--- config.mk ---
export PLATFORM = sky130hd
export DESIGN_NAME = piso_stream_flat
export DESIGN_NICKNAME = d
export VERILOG_FILES = /design/src/rtl/piso_stream_if.sv /design/src/rtl/piso_stream.sv /design/src/flat_wrapper.sv
export SDC_FILE = /design/constraint.sdc
export NUM_CORES = 1
export LEC_CHECK = 0
export ABC_AREA = 1
export CORE_MARGIN = 1.5
export CORE_UTILIZATION = 40
export CTS_BUF_LIST = sky130_fd_sc_hd__clkbuf_4 sky130_fd_sc_hd__clkbuf_8
export CTS_CLUSTER_DIAMETER = 80
export DETAILED_ROUTE_END_ITERATION = 10
export GPL_ROUTABILITY_DRIVEN = 0
export GPL_TIMING_DRIVEN = 0
export PLACE_DENSITY_LB_ADDON = 0.05
export REMOVE_ABC_BUFFERS = 1
export SLEW_MARGIN = 5
export SYNTH_ARGS = -nofsm -noshare
export SYNTH_HDL_FRONTEND = slang
export SYNTH_SLANG_ARGS = --single-unit
--- constraint.sdc ---
create_clock -name clk -period 3.2 [get_ports clk]
set_input_delay 0.32 -clock clk [delete_from_list [all_inputs] [get_ports clk]]
set_output_delay 0.32 -clock clk [all_outputs]
set_load 0.03 [all_outputs]
--- src/rtl/piso_stream_if.sv ---
// Load/stream bundle for piso_stream: one parallel frame in, valid/ready word stream out.
// The serialiser takes the slave view; whatever feeds and drains it takes the master view.
interface piso_stream_if #(
    parameter int DATA_WID   = 8,
    parameter int MEMORY_WID = 5
);
    localparam int LEN_WID = $clog2(MEMORY_WID + 1);

    logic                           load_valid;
    logic                           load_ready;
    logic [DATA_WID*MEMORY_WID-1:0] load_data;
    logic [LEN_WID-1:0]             load_len;
    logic                           flush;
    logic                           out_valid;
    logic                           out_ready;
    logic [DATA_WID-1:0]            out_data;
    logic                           out_last;
    logic                           busy;

    modport master (
        output load_valid,
        output load_data,
        output load_len,
        output flush,
        output out_ready,
        input  load_ready,
        input  out_valid,
        input  out_data,
        input  out_last,
        input  busy
    );

    modport slave (
        input  load_valid,
        input  load_data,
        input  load_len,
        input  flush,
        input  out_ready,
        output load_ready,
        output out_valid,
        output out_data,
        output out_last,
        output busy
    );
endinterface

--- src/rtl/piso_stream.sv ---
// Parallel-in/serial-out frame serialiser: captures up to MEMORY_WID words in one load beat
// and emits them one per accepted beat, marking the final word, with zero-bubble reload.
//
// state | meaning
// IDLE  | no frame held; load_ready follows !flush
// SHIFT | frame in progress; out_data/out_last show the word at idx
module piso_stream #(
    parameter int DATA_WID   = 8,
    parameter int MEMORY_WID = 5,
    parameter int LSW_FIRST  = 1
) (
    input  logic           clk,
    input  logic           rst_n,
    piso_stream_if.slave   bus
);
    localparam int LEN_WID = $clog2(MEMORY_WID + 1);
    localparam int IDX_WID = (MEMORY_WID > 1) ? $clog2(MEMORY_WID) : 1;
    localparam logic [LEN_WID-1:0] MAX_LEN = LEN_WID'(MEMORY_WID);
    localparam logic [LEN_WID-1:0] ONE_LEN = LEN_WID'(1);

    typedef enum logic {IDLE, SHIFT} stateT;

    stateT                               state;
    logic [MEMORY_WID-1:0][DATA_WID-1:0] wordBuf;
    logic [MEMORY_WID-1:0][DATA_WID-1:0] loadWords;
    logic [IDX_WID-1:0]                  idx;
    logic [IDX_WID-1:0]                  firstIdx;
    logic [IDX_WID-1:0]                  nextIdx;
    logic [LEN_WID-1:0]                  remaining;
    logic [LEN_WID-1:0]                  remNext;
    logic [LEN_WID-1:0]                  effLen;
    logic [LEN_WID-1:0]                  lenMinus1;
    logic [DATA_WID-1:0]                 outData;
    logic                                outLast;
    logic                                loadReady;
    logic                                loadFire;
    logic                                outFire;

    assign loadWords = bus.load_data;

    // A length of zero or anything past the buffer depth means a full buffer.
    always_comb begin
        effLen = bus.load_len;
        if (bus.load_len == '0 || bus.load_len > MAX_LEN) begin
            effLen = MAX_LEN;
        end
        lenMinus1 = effLen - ONE_LEN;
        firstIdx  = (LSW_FIRST != 0) ? '0 : lenMinus1[IDX_WID-1:0];
        nextIdx   = (LSW_FIRST != 0) ? idx + 1'b1 : idx - 1'b1;
        remNext   = remaining - ONE_LEN;
    end

    // Reload is only possible while the last word is leaving, so the new frame follows directly.
    assign loadReady = rst_n && !bus.flush &&
                       ((state == IDLE) || (state == SHIFT && outLast && bus.out_ready));
    assign loadFire  = bus.load_valid && loadReady;
    assign outFire   = (state == SHIFT) && bus.out_ready;

    always_ff @(posedge clk) begin
        if (!rst_n || bus.flush) begin
            state     <= IDLE;
            idx       <= '0;
            remaining <= '0;
            outData   <= '0;
            outLast   <= 1'b0;
        end else if (loadFire) begin
            state     <= SHIFT;
            idx       <= firstIdx;
            remaining <= effLen;
            outData   <= loadWords[firstIdx];
            outLast   <= (effLen == ONE_LEN);
        end else if (outFire) begin
            if (outLast) begin
                state     <= IDLE;
                remaining <= '0;
                outData   <= '0;
                outLast   <= 1'b0;
            end else begin
                idx       <= nextIdx;
                remaining <= remNext;
                outData   <= wordBuf[nextIdx];
                outLast   <= (remNext == ONE_LEN);
            end
        end
    end

    // Buffer contents are don't-care outside a frame, so no reset term.
    always_ff @(posedge clk) begin
        if (loadFire) begin
            wordBuf <= loadWords;
        end
    end

    assign bus.load_ready = loadReady;
    assign bus.out_valid  = (state == SHIFT);
    assign bus.busy       = (state == SHIFT);
    assign bus.out_data   = outData;
    assign bus.out_last   = outLast;
endmodule
--- src/flat_wrapper.sv ---
// flat-port wrapper written by rule: the top's interface ports become plain ports
module piso_stream_flat 
#(
    parameter int DATA_WID   = 8,
    parameter int MEMORY_WID = 5,
    parameter int LSW_FIRST  = 1
)
  (clk, rst_n, bus_load_valid, bus_load_data, bus_load_len, bus_flush, bus_out_ready, bus_load_ready, bus_out_valid, bus_out_data, bus_out_last, bus_busy);
  piso_stream_if #(.DATA_WID(DATA_WID), .MEMORY_WID(MEMORY_WID)) bus_i ();
  input  logic clk;
  input  logic rst_n;
  input wire logic [$bits(bus_i.load_valid)-1:0] bus_load_valid;
  input wire logic [$bits(bus_i.load_data)-1:0] bus_load_data;
  input wire logic [$bits(bus_i.load_len)-1:0] bus_load_len;
  input wire logic [$bits(bus_i.flush)-1:0] bus_flush;
  input wire logic [$bits(bus_i.out_ready)-1:0] bus_out_ready;
  output wire logic [$bits(bus_i.load_ready)-1:0] bus_load_ready;
  output wire logic [$bits(bus_i.out_valid)-1:0] bus_out_valid;
  output wire logic [$bits(bus_i.out_data)-1:0] bus_out_data;
  output wire logic [$bits(bus_i.out_last)-1:0] bus_out_last;
  output wire logic [$bits(bus_i.busy)-1:0] bus_busy;
  assign bus_i.load_valid = bus_load_valid;
  assign bus_i.load_data = bus_load_data;
  assign bus_i.load_len = bus_load_len;
  assign bus_i.flush = bus_flush;
  assign bus_i.out_ready = bus_out_ready;
  assign bus_load_ready = bus_i.load_ready;
  assign bus_out_valid = bus_i.out_valid;
  assign bus_out_data = bus_i.out_data;
  assign bus_out_last = bus_i.out_last;
  assign bus_busy = bus_i.busy;
  piso_stream #(.DATA_WID(DATA_WID), .MEMORY_WID(MEMORY_WID), .LSW_FIRST(LSW_FIRST)) u_core (.clk(clk), .rst_n(rst_n), .bus(bus_i));
endmodule
## Word level (Yosys, flattened, before mapping)

Index checks and enable logic that the tools add are counted.

- Bits in registers: 56
- Input port bits: 48
- Output and inout bits: 12
- Logic and storage cells: 50

- $add $sub $neg: 2
- $lt $le $gt $ge: 2
- Equality and inequality tests: 2
- Muxes and demuxes: 15
- Bitwise operators: 2
- Reduce and logical (&&, ||, !) cells: 17

Operators by type and width:

| operator | count |
|---|---|
| two-way mux 8 bit | 4 |
| binary-select mux 8 bit (select 3 bit) | 1 |
| two-way mux 3 bit | 4 |
| equality test 3 x 1 -> 1 bit, second input constant | 2 |
| logical AND 1 bit | 6 |
| two-way mux 1 bit | 6 |
| less-than comparator 3 x 4 -> 1 bit, second input constant | 1 |
| AND reduction 2 bit | 2 |
| nonzero test 2 bit | 2 |
| adder 3 x 1 -> 3 bit, second input constant | 1 |
| > comparator 3 bit, second input constant | 1 |
| zero test 3 bit | 1 |
| logical OR 1 bit | 3 |
| subtractor 3 x 1 -> 3 bit, second input constant | 1 |
| zero test 1 bit | 2 |
| inverter 1 bit | 2 |
| OR reduction 2 bit | 1 |

## Logic depth before layout (Yosys ltp)

Gate-level depths: netlist of run 1.

- Depth in word-level cells: 7
- Mapped depth: 10
- Gate-level depth less buffers: 9

## Worst setup path before layout of run 1

Ideal clock, no wire load.

- Path kind: input -> output
- From: in rst_n
- To: out bus_load_ready
- Data arrival time: 1.199 ns
- Data required time: 2.880 ns
- Slack: 1.681 ns
- Stages: 5
- Path buffers: 1
- Cells stage by stage: inv_1 nor2_4 inv_1 buf_2 nor2_1

- Longest elaborated chain between the ends: 2

RTL lines:

| element | line | text |
|---|---|---|
| start: declaration | flat_wrapper.sv:11 | `input logic rst_n;` |
| logical AND 1 bit (2 in a row) | piso_stream.sv:54 | `assign loadReady = rst_n && !bus.flush &&` |
| end: declaration | flat_wrapper.sv:17 | `output wire logic [$bits(bus_i.load_ready)-1:0] bus_load_ready;` |

No other way between the ends.

## Worst setup path in the final report of run 1

Same ends and word-level chain as after synthesis.

==> run summary, run 1 <==
Num CTS Buffers: 5
worst slew pin tran: 0.850 ns
Final Cell Area: 3370 um2
area leader, netlist: edfxtp_1
Setup Buffers After CTS: 0
Synth Flop Type: edfxtp_1
slew margin rel.: 0.433
hold-fix buffer count after cts: 0
Final Hold Vio Count: 0
synth-to-layout area growth: 26.5%
Crit path max-delay family: buffers and inverters
synthesized cell area: 2660 um2
Fmax: 0.406 GHz
r2r setup slk: 0.91 ns
Yosys top cell area share: 0.451
worst path cell trace: clkdlybuf4s50_1 > inv_1 > nor2_4 > inv_1 > nor2_1 > clkdlybuf4s50_1
placed inst area: 3270 um2
Worst path depth: 6
critical path's slowest cell: clkdlybuf4s50_1
clock share of power: 0.306
die width: 84.6 um
post-synthesis cell type count: 28
number of flops mapped to enable cells by yosys: 40
class of the worst hold path: reg -> reg
Syn. warnings: 0
# nets final: 399
worst hold path depth: 2
routed wire length: 5190 um
Lkg Pwr: 1.45 nW
pwr dens: 398 nW/um2
Switching Share: 0.208
drt pass-1 iters: 4
FF-to-FF Start: u_core.idx[0]$_SDFFE_PP0P_
max-slew violations: 0
flops & latches, synth: 56
Async SR Flop Fraction: 0
Critical Path Sink: bus_load_ready
Worst Reg-to-Reg Cells: 8
core box area: 6390 um2
Largest stage delay, worst path: 0.68 ns
CTS tree: built
CP required: 2.88 ns
leading cell type by number of instances after synthesis: nand2_1
proportion of layout cells with a drive suffix above 1: 0.0920
Avg Inst Size Synth: 9.12 um2
Skew-Pair Late Insertion Delay: 0.30 ns
Int Power: 1.06 mW
status: completed
DR iter-0 viols: 92
first-pass GRT wire length: 8560 um
Fin Setup TNS: 0 ns
CTS root buf: clkbuf_8
Worst R2R End: u_core.bus.out_data[4]$_SDFFE_PP0P_
CTS max path bufs: 2
crit end category: output pin
# rows: 29
H-tree levels: 2
most frequent cells after synthesis: 88 x nand2_1, 57 x inv_1, 40 x edfxtp_1, 40 x nand3_1, 16 x dfxtp_1
largest net degree at the start of global routing: 53
die area: 7160 um2
Pwr Total: 1.34 mW
skew final: 0.00609 ns
Wirelength per Cell: 12.2 um
maxcap violations: 0
register area share after synthesis: 0.571
# DRC: 0
Worst Setup Start Kind: primary input
RSZ-0062 raised after global routing: false
min cycle time layout: 2.46 ns
Synth area leaders: edfxtp_1 45%, nand2_1 12%, dfxtp_1 12%
Peak VDD IR: 209 uV
initial core utilization: 0.417
vias in the first global route: 1812
Critical Path Start: rst_n
Die H: 84.6 um
vias per cell: 4.61
detailed placement HPWL: 3480 um
via count: 1961
Worst EP arrival: 2.14 ns
Finish-stage setup viols: 0
Sink Count: 56
Clock transition at path regs: 0.09 ns
instance count of the mapped netlist: 292
IO Count: 60
Final ANT Viol Nets: 0
worst-path maximum fanout: 12
post_cts resized: 0
Total GRT Usage: 0.156
Sequential Power Share: 0.599
antenna violations before repair: 0
post-route core utilization: 0.528
grt total ovfl: 0
Buffers & Inverters on Critical Path: 4
Port Buffer Count: 59
Comb power frac: 0.095
Finished Layout Cells: 425
placed cell count: 418
crit path kind: in -> out
# diodes: 0
Sw Pwr: 0.279 mW
crit share post-route: 0.769
## area by class of cell
cell class / instances / area, um2
Multi-Input combinational cell: 166 / 838
Timing Repair Buffer: 59 / 591
Fill cell: 613 / 3020
Inverter: 60 / 226
Clock buffer: 7 / 96.3
Tap cell: 77 / 96.3
Sequential cell: 56 / 1520
## registers in the layout, indices dropped and copies added (netlist names)
register,cells
u_core.remaining,3
u_core.idx,3
u_core.bus.out_last,1
u_core.wordBuf,40
u_core.bus.out_data,8
u_core.bus.busy,1
## cell families (layout without fill, tap and decap cells)
logic type,count (synthesis),count (layout),share of synthesized area
xor gates and xnor gates,3,3,0.0127
adders and majority gates,3,3,0.0141
buffers and inverters,70,126,0.114
muxes,2,2,0.00845
AOI/OAI and AO/OA,13,13,0.0357
DFF,56,56,0.571
and+or+nand+nor,145,145,0.244
## how the worst min path moves through the flow
stage / slack (ns) / start / endpoint
6_report: 0.56 / u_core.remaining[0]$_SDFFE_PP0P_ / u_core.remaining[0]$_SDFFE_PP0P_
5_1_grt: 0.55 / bus_load_data[29] / u_core.wordBuf[29]$_DFFE_PP_
4_1_cts: 0.55 / bus_load_data[11] / u_core.wordBuf[11]$_DFFE_PP_
3_5_place_dp: 0.55 / u_core.idx[1]$_SDFFE_PP0P_ / u_core.idx[1]$_SDFFE_PP0P_
3_3_place_gp: 0.54 / u_core.bus.busy$_SDFFE_PP0P_ / u_core.bus.busy$_SDFFE_PP0P_
2_1_floorplan: 0.42 / bus_load_data[0] / u_core.wordBuf[0]$_DFFE_PP_
## through the flow
stage / worst slack [ns] / hold WS, ns
after floorplan: 1.14 / 0.419
after global placement: 0.713 / 0.541
after detailed placement: 0.713 / 0.553
after CTS: 0.722 / 0.554
after global routing: 0.624 / 0.549
final: 0.739 / 0.562
## tightest hold or removal path, stage by stage (launching register included)
cell and delay (ns):
dfxtp_1 0.33, o21ai_1 0.12, a21oi_1 0.06
## power groups by stage
stage	Clock (mW)	Sequential, mW	Combinational [mW]
2_1_floorplan	0	0.823	0.0457
3_3_place_gp	0	0.819	0.128
3_5_place_dp	0	0.819	0.129
4_1_cts	0.424	0.802	0.130
5_1_grt	0.455	0.804	0.141
6_report	0.410	0.802	0.128
## metal layers
metal	vias up	track usage	wire length, um
met3	2	0.0433	319
met4	0	0.0484	43
met5	-	0	0
met1	885	0.188	2270
met2	53	0.271	2550
li1	1021	-	-
## cells in the final DEF (no fill, tap or decap), drive strengths merged
cell,synthesis,routed
or2,1,1
nand3b,1,1
a21oi,11,11
mux2,2,2
inv,59,59
nand2,95,95
nand3,41,41
nor2,7,7
clkbuf,0,7
dfxtp,16,16
ha,3,3
edfxtp,40,40
clkdlybuf4s50,0,59
xnor2,1,1
clkinv,1,1
xor2,2,2
o21ai,2,2
No activity file was read; power rests on OpenSTA's default activity.
==> run 2, diff against run 1 <==
==> constraint.sdc (replaced) <==
create_clock -name clk -period 2.14 [get_ports clk]
set_input_delay 0.214 -clock clk [delete_from_list [all_inputs] [get_ports clk]]
set_output_delay 0.214 -clock clk [all_outputs]
set_load 0.03 [all_outputs]
==> run summary, run 2 (synthesis gave the netlist of run 1 again) <==
status: completed
Lkg Pwr: 1.44 nW
Switching Share: 0.211
Sequential Power Share: 0.596
CTS tree: built
core box area: 6390 um2
pwr dens: 593 nW/um2
worst path cell trace: clkdlybuf4s50_1 > inv_1 > nor2_4 > clkinvlp_4 > nor2_1 > clkdlybuf4s50_1
drt pass-1 iters: 4
antenna violations before repair: 0
crit end category: output pin
critical path's slowest cell: clkdlybuf4s50_1
most common cell after layout, fill and taps aside: nand2_1
GR peak layer: met2
skew final: 0.00529 ns
Peak VDD IR: 312 uV
crit share post-route: 0.947
WHS: 0.455 ns
grt total ovfl: 0
Sink Count: 56
routed wire length: 5230 um
CP required: 1.93 ns
# diodes: 0
# DRC: 0
Die H: 84.6 um
IO Count: 60
DP Worst Slack: -0.241 ns
class of the worst hold path: in -> reg
Total GRT Usage: 0.156
proportion of layout cells with a drive suffix above 1: 0.106
Worst Slack Setup Final: 0.113 ns
Final ANT Viol Nets: 0
Final Hold Vio Count: 0
Skew-Pair Late Insertion Delay: 0.31 ns
die width: 84.6 um
CTS max path bufs: 2
crit-path most repeated cell: clkdlybuf4s50_1
clock share of power: 0.308
Final Cell Area: 3390 um2
Sw Pwr: 0.424 mW
max-slew violations: 0
register with the most flip-flops: u_core.wordBuf
via count: 1963
Worst Setup Start Kind: primary input
Port Buffer Count: 59
filler cell count: 609
min cycle time layout: 2.03 ns
placed cell count: 418
DR iter-0 viols: 104
# rows: 29
die area: 7160 um2
worst-path maximum fanout: 5
slew margin rel.: 0.581
largest net degree at the start of global routing: 53
Sequential cell area: 1520 um2
worst slew pin tran: 0.628 ns
Num CTS Buffers: 5
Finished Layout Cells: 426
Largest register FFs: 40
CTS root buf: clkbuf_8
placed inst area: 3270 um2
detailed placement HPWL: 3480 um
commonest cells after routing, fill and taps aside: 88 x nand2_1, 59 x clkdlybuf4s50_1, 55 x inv_1
GR Util met1: 0.189
Wirelength per Cell: 12.3 um
maxcap violations: 0
Buffers & Inverters on Critical Path: 4
H-tree levels: 2
Worst EP arrival: 1.81 ns
initial core utilization: 0.417
Largest stage delay, worst path: 0.67 ns
Fmax: 0.493 GHz
M3 GR Usage: 0.0433
Clock transition at path regs: 0.09 ns
Comb power frac: 0.096
met2 usage: 0.268
Crit path max-delay family: buffers and inverters
Finish-stage setup viols: 0
hold-fix buffer count after cts: 0
Int Power: 1.59 mW
first-pass GRT wire length: 8550 um
vias in the first global route: 1811
crit path kind: in -> out
vias per cell: 4.61
area of the multi-input gates: 841 um2
RSZ-0062 raised after global routing: false
synth-to-layout area growth: 27.2%
# nets final: 400
-- run 2: worst paths after layout --
kind                                     from                                   to  slack [ns]  depth (start not counted)
max                                     rst_n                       bus_load_ready        0.11                          6
min                         bus_load_data[24]         u_core.wordBuf[24]$_DFFE_PP_        0.45                          1
max reg2reg        u_core.idx[0]$_SDFFE_PP0P_  u_core.bus.out_data[1]$_SDFFE_PP0P_        0.19                          6
min reg2reg  u_core.remaining[0]$_SDFFE_PP0P_     u_core.remaining[0]$_SDFFE_PP0P_        0.56                          2
-- run 2: cell type report --
type / instances / share of cell area
timing repair buffer: 60 / 0.176
sequential: 56 / 0.449
clock buffer: 7 / 0.0284
inverter: 60 / 0.0694
multi-input combinational: 166 / 0.248
tap: 77 / 0.0284
-- run 2: what timing repair did --
item                       4_1_cts  5_1_grt
buffers inserted                 1        0
setup endpoints to repair        9       13
gates resized for setup          2        3
pin swaps                        0        0
-- run 2: metal layers --
layer	wire length, um	share of wire	up-vias
met5	0	0	-
met4	67	0.013	0
met2	2590	0.49	43
met3	281	0.054	4
li1	-	-	1026
met1	2300	0.44	890
-- run 2: power groups by stage --
stage | combinational, mW | clock [mW] | sequential (mW)
CTS | 0.196 | 0.634 | 1.20
global route | 0.214 | 0.680 | 1.20
detailed placement | 0.193 | 0 | 1.22
floorplan | 0.0683 | 0 | 1.23
global placement | 0.191 | 0 | 1.22
finish | 0.193 | 0.619 | 1.20
-- run 2: metrics by stage --
stage          total power, mW   util  setup TNS, ns
6_report                  2.01  0.531              0
5_1_grt                   2.10  0.531              0
4_1_cts                   2.03  0.530              0
3_5_place_dp              1.42  0.513          -8.50
3_3_place_gp              1.42  0.513          -7.41
2_1_floorplan             1.30      -              0
==> RTL change 1, RTL diff (settings of run 1) <==
`DATA_WID` is set to 8 in 3 places; all go to 9.
--- a/src/rtl/piso_stream_if.sv
+++ b/src/rtl/piso_stream_if.sv
@@ -2,5 +2,5 @@
 // The serialiser takes the slave view; whatever feeds and drains it takes the master view.
 interface piso_stream_if #(
-    parameter int DATA_WID   = 8,
+    parameter int DATA_WID   = 9,
     parameter int MEMORY_WID = 5
 );
--- a/src/rtl/piso_stream.sv
+++ b/src/rtl/piso_stream.sv
@@ -6,5 +6,5 @@
 // SHIFT | frame in progress; out_data/out_last show the word at idx
 module piso_stream #(
-    parameter int DATA_WID   = 8,
+    parameter int DATA_WID   = 9,
     parameter int MEMORY_WID = 5,
     parameter int LSW_FIRST  = 1
--- a/src/flat_wrapper.sv
+++ b/src/flat_wrapper.sv
@@ -2,5 +2,5 @@
 module piso_stream_flat 
 #(
-    parameter int DATA_WID   = 8,
+    parameter int DATA_WID   = 9,
     parameter int MEMORY_WID = 5,
     parameter int LSW_FIRST  = 1
Interface: changed (resized bus_load_data and bus_out_data); port bits go from 60 to 66. No check against the original RTL was run, so the function may have changed too.
==> RTL change 1 against run 1 <==
Sequential power rose by 11%; worst setup slack lost 0.13 ns; routed wire length rose by 15%; design area grew 12%; non-clock buffer count is 6 higher; via count increased by 12%; total power increased by 26%; sequential cell count up 6; count of clock-buffer cells in the layout grew 8; synthesized area up 8.3%; critical path depth grew 1; critical endpoint is now u_core.bus.out_data[7]; largest cell class unchanged.
==> RTL change 1: results (changes against run 1) <==
{
  "min_path": {
    "worstHoldEndpoint": {"value": "u_core.remaining[1]", "change": "was u_core.remaining[0]"},
    "timing.hold.worst.start": {"value": "u_core.remaining[1]", "change": "was u_core.remaining[0]"}
  },
  "grt": {
    "largest_net_degree_at_the_start_of_global_routing": {"value": 58, "change": "was 53"},
    "grt.met3_usage": {"value": 4.90, "unit": "%", "change": "was 4.33%"},
    "globalRouteMet1Util": {"value": 20.9, "unit": "%", "change": "was 18.8%"},
    "vias_in_the_first_global_route": {"value": 1973, "change": "was 1,812"}
  },
  "power_and_ir_drop": {
    "seqPwrFrac": {"value": 52.7, "unit": "%", "change": "was 59.9%"},
    "p_switching": {"value": 0.358, "unit": "mW", "change": "was 0.279 mW"}
  },
  "synthesis": {
    "post_synth.cell_area_avg": {"value": 9.01, "unit": "um^2", "change": "was 9.12 um^2"},
    "synth_edf_count": {"value": 45, "change": "was 40"},
    "ys_types": {"value": 29, "change": "was 28"},
    "synth.area.mux_share": {"value": 0.781, "unit": "%", "change": "was 0.845%"},
    "netlist_top_cells_area": {"value": "edfxtp_1 (47%), nand2_1 (14%), dfxtp_1 (12%)", "change": "was edfxtp_1 (45%), nand2_1 (12%), dfxtp_1 (12%)"}
  },
  "run_status": {
    "outcome": {"value": "finished clean", "change": "unchanged"}
  },
  "critical_path": {
    "ff2ff_setup_slack": {"value": 0.61, "unit": "ns", "change": "was 0.91 ns"},
    "cp_max_fo": {"value": 21, "change": "was 12"},
    "critical_path.endpoint": {"value": "u_core.bus.out_data[7]", "change": "was bus_load_ready"}
  },
  "timing": {
    "hold-worst-slack": {"value": 0.490, "unit": "ns", "change": "was 0.562 ns"},
    "timing.slew.headroom": {"value": 39.3, "unit": "%", "change": "was 43.3%"},
    "timing.clock.skew": {"value": 0.00677, "unit": "ns", "change": "was 0.00609 ns"}
  },
  "placed_design": {
    "hpwlAfterDp": {"value": 3.82, "unit": "mm", "change": "was 3.48 mm"},
    "portBuffers": {"value": 65, "change": "was 59"}
  },
  "clock_tree": {
    "clk_latency_worst_skew_pair": {"value": 0.33, "unit": "ns", "change": "was 0.30 ns"},
    "cts_htree_levels": {"value": 3, "change": "was 2"}
  },
  "drt": {
    "drt_iter0_drc": {"value": 77, "change": "was 92"},
    "route.final.wire_length": {"value": 5.97, "unit": "mm", "change": "was 5.19 mm"}
  },
  "layout": {
    "areaGrowthSynthToFinish": {"value": 30.8, "unit": "%", "change": "was 26.5%"}
  }
}
-- RTL change 1: changes by cell type after synthesis, moves of 2 or more --
cell,delta
nand3_1,-2
clkinv_1,+2
nand2_2,-5
a21oi_1,+2
nand2_1,+21
nor2_1,+3
inv_1,+2
edfxtp_1,+5
a21oi_2,-2
nor3_1,+2
xor2_1,+2
-- RTL change 1: critical path, stage by stage (launching register included) --
cell	delay, ns
dfxtp_2	0.62
ha_1	0.24
xor2_1	0.69
clkinv_1	0.53
nand2_1	0.18
nand2_1	0.06
nand2_1	0.07
a21oi_2	0.06
-- RTL change 1: what timing repair did --
item,4_1_cts,5_1_grt
gates resized for setup,0,1
hold endpoints to repair,0,0
endpoints found under the setup margin,0,9
hold buffers,0,0
-- RTL change 1: layout make-up --
class                           instances  area, um^2
Fill cell                             646        3100
Sequential cell                        62        1690
Multi-Input combinational cell        184         878
Timing Repair Buffer                   65         651
Inverter                               63         238
Clock buffer                           15         188
Tap cell                               96         120
Clock inverter                          1        5.00
==> RTL change 2, RTL diff (settings of run 1) <==
Made on the original files. `LSW_FIRST` is set to 1 in 2 places; all go to 0.
--- a/src/rtl/piso_stream.sv
+++ b/src/rtl/piso_stream.sv
@@ -8,5 +8,5 @@
     parameter int DATA_WID   = 8,
     parameter int MEMORY_WID = 5,
-    parameter int LSW_FIRST  = 1
+    parameter int LSW_FIRST  = 0
 ) (
     input  logic           clk,
--- a/src/flat_wrapper.sv
+++ b/src/flat_wrapper.sv
@@ -4,5 +4,5 @@
     parameter int DATA_WID   = 8,
     parameter int MEMORY_WID = 5,
-    parameter int LSW_FIRST  = 1
+    parameter int LSW_FIRST  = 0
 )
   (clk, rst_n, bus_load_valid, bus_load_data, bus_load_len, bus_flush, bus_out_ready, bus_load_ready, bus_out_valid, bus_out_data, bus_out_last, bus_busy);
Check against the original RTL: not equivalent (a bounded check fails within 4 cycles, from zero or initial values).
==> RTL change 2 against run 1 <==
Worst setup slack got worse by 0.47 ns; total power up 14%; routed wire length up 43%; design area rose by 7.2%; sequential cell count did not move; highest routed layer unchanged; die area is 7.2% higher; synthesized area increased by 7.5%; via count grew 26%.
==> RTL change 2: results (changes against run 1) <==
{
  "run_status": {
    "outcome": {"value": "finished clean", "change": "unchanged"}
  },
  "critical_path": {
    "startpoint_type": {"value": "flip-flop", "change": "was primary input"},
    "critical_path.endpoint": {"value": "u_core.bus.out_data[0]", "change": "was bus_load_ready"},
    "worst-endpoint-arrival": {"value": 3.18, "unit": "ns", "change": "was 2.14 ns"},
    "critical_path.top_delay_family": {"value": "flip-flops", "change": "was buffers and inverters"}
  },
  "placed_design": {
    "hpwlAfterDp": {"value": 4.89, "unit": "mm", "change": "was 3.48 mm"},
    "placedCellCount": {"value": 480, "change": "was 418"},
    "preCtsSetupSlack": {"value": 0.222, "unit": "ns", "change": "was 0.713 ns"}
  },
  "grt": {
    "grt_use_met2": {"value": 36.1, "unit": "%", "change": "was 27.1%"},
    "grt.met3_usage": {"value": 3.58, "unit": "%", "change": "was 4.33%"},
    "grt_pass1_wl": {"value": 11.7, "unit": "mm", "change": "was 8.56 mm"},
    "gr-usage-all-layers": {"value": 20.2, "unit": "%", "change": "was 15.6%"}
  },
  "power_and_ir_drop": {
    "leakagePower": {"value": 1.43, "unit": "nW", "change": "was 1.45 nW"},
    "power.ir.vdd_worst": {"value": 0.238, "unit": "mV", "change": "was 0.209 mV"},
    "cell_internal_pwr": {"value": 1.14, "unit": "mW", "change": "was 1.06 mW"}
  },
  "timing": {
    "hold-worst-slack": {"value": 0.485, "unit": "ns", "change": "was 0.562 ns"},
    "timing.clock.skew": {"value": 0.00808, "unit": "ns", "change": "was 0.00609 ns"},
    "minimum_period_implied_by_the_final_worst_setup_slack": {"value": 2.93, "unit": "ns", "change": "was 2.46 ns"}
  },
  "synthesis": {
    "ys_types": {"value": 29, "change": "was 28"},
    "post_synth.cell_area_avg": {"value": 8.50, "unit": "um^2", "change": "was 9.12 um^2"}
  },
  "layout": {
    "nNetsFinal": {"value": 442, "change": "was 399"},
    "post_route_cells_drive_above_1_share": {"value": 7.65, "unit": "%", "change": "was 9.20%"}
  },
  "drt": {
    "drt_iter0_drc": {"value": 124, "change": "was 92"}
  },
  "min_path": {
    "worstHoldEndpoint": {"value": "u_core.remaining[2]", "change": "was u_core.remaining[0]"},
    "timing.hold.worst.start": {"value": "u_core.remaining[2]", "change": "was u_core.remaining[0]"}
  }
}
[RTL change 2: cell count changes in the layout (fill, tap and decap cells not counted), moves of 3 or more]
cell / change
nand3_1: -14
a21oi_1: +10
nand2_1: +47
nor2_2: +3
nand4_1: +16
inv_1: -39
a22oi_1: +8
o21ai_0: +10
a21oi_2: -6
nand2_2: -3
inv_2: +8
[RTL change 2: metal layers]
layer,share of wire (%),vias up
met4,1.3,0
li1,-,1244
met1,43,1161
met2,51,58
met5,0,-
met3,4.3,8
[RTL change 2: kinds of logic (layout without fill, tap and decap cells)]
logic type | count (synthesis) | count (layout) | synth area share, %
AOI/OAI and AO/OA | 41 | 41 | 8.56
xor gates and xnor gates | 2 | 2 | 0.612
buffers and inverters | 41 | 96 | 6.38
and+or+nand+nor | 194 | 194 | 30.0
DFF | 56 | 56 | 53.1
adders and majority gates | 3 | 3 | 1.31
[RTL change 2: power groups by stage]
stage | clock network (mW) | registers [mW] | logic (mW)
after floorplan | 0 | 0.826 | 0.119
after global placement | 0 | 0.822 | 0.242
after detailed placement | 0 | 0.822 | 0.243
after CTS | 0.482 | 0.805 | 0.245
after global routing | 0.511 | 0.807 | 0.269
final | 0.476 | 0.805 | 0.243
[RTL change 2: layout make-up]
type / count / area, um^2 / area share, %
clock buffers: 6 / 76.3 / 2.11
clock inverters: 2 / 35.0 / 0.970
inverters: 29 / 109 / 3.01
multi-input cells: 240 / 1160 / 32.1
flip-flops and latches: 56 / 1520 / 42.1
well taps: 96 / 120 / 3.33
repair buffers: 59 / 591 / 16.3
[RTL change 2: worst min-delay path, cell delays in order (launching register included)]
cell     delay, ns
dfxtp_1       0.33
nand2_1       0.06
a21oi_1       0.06
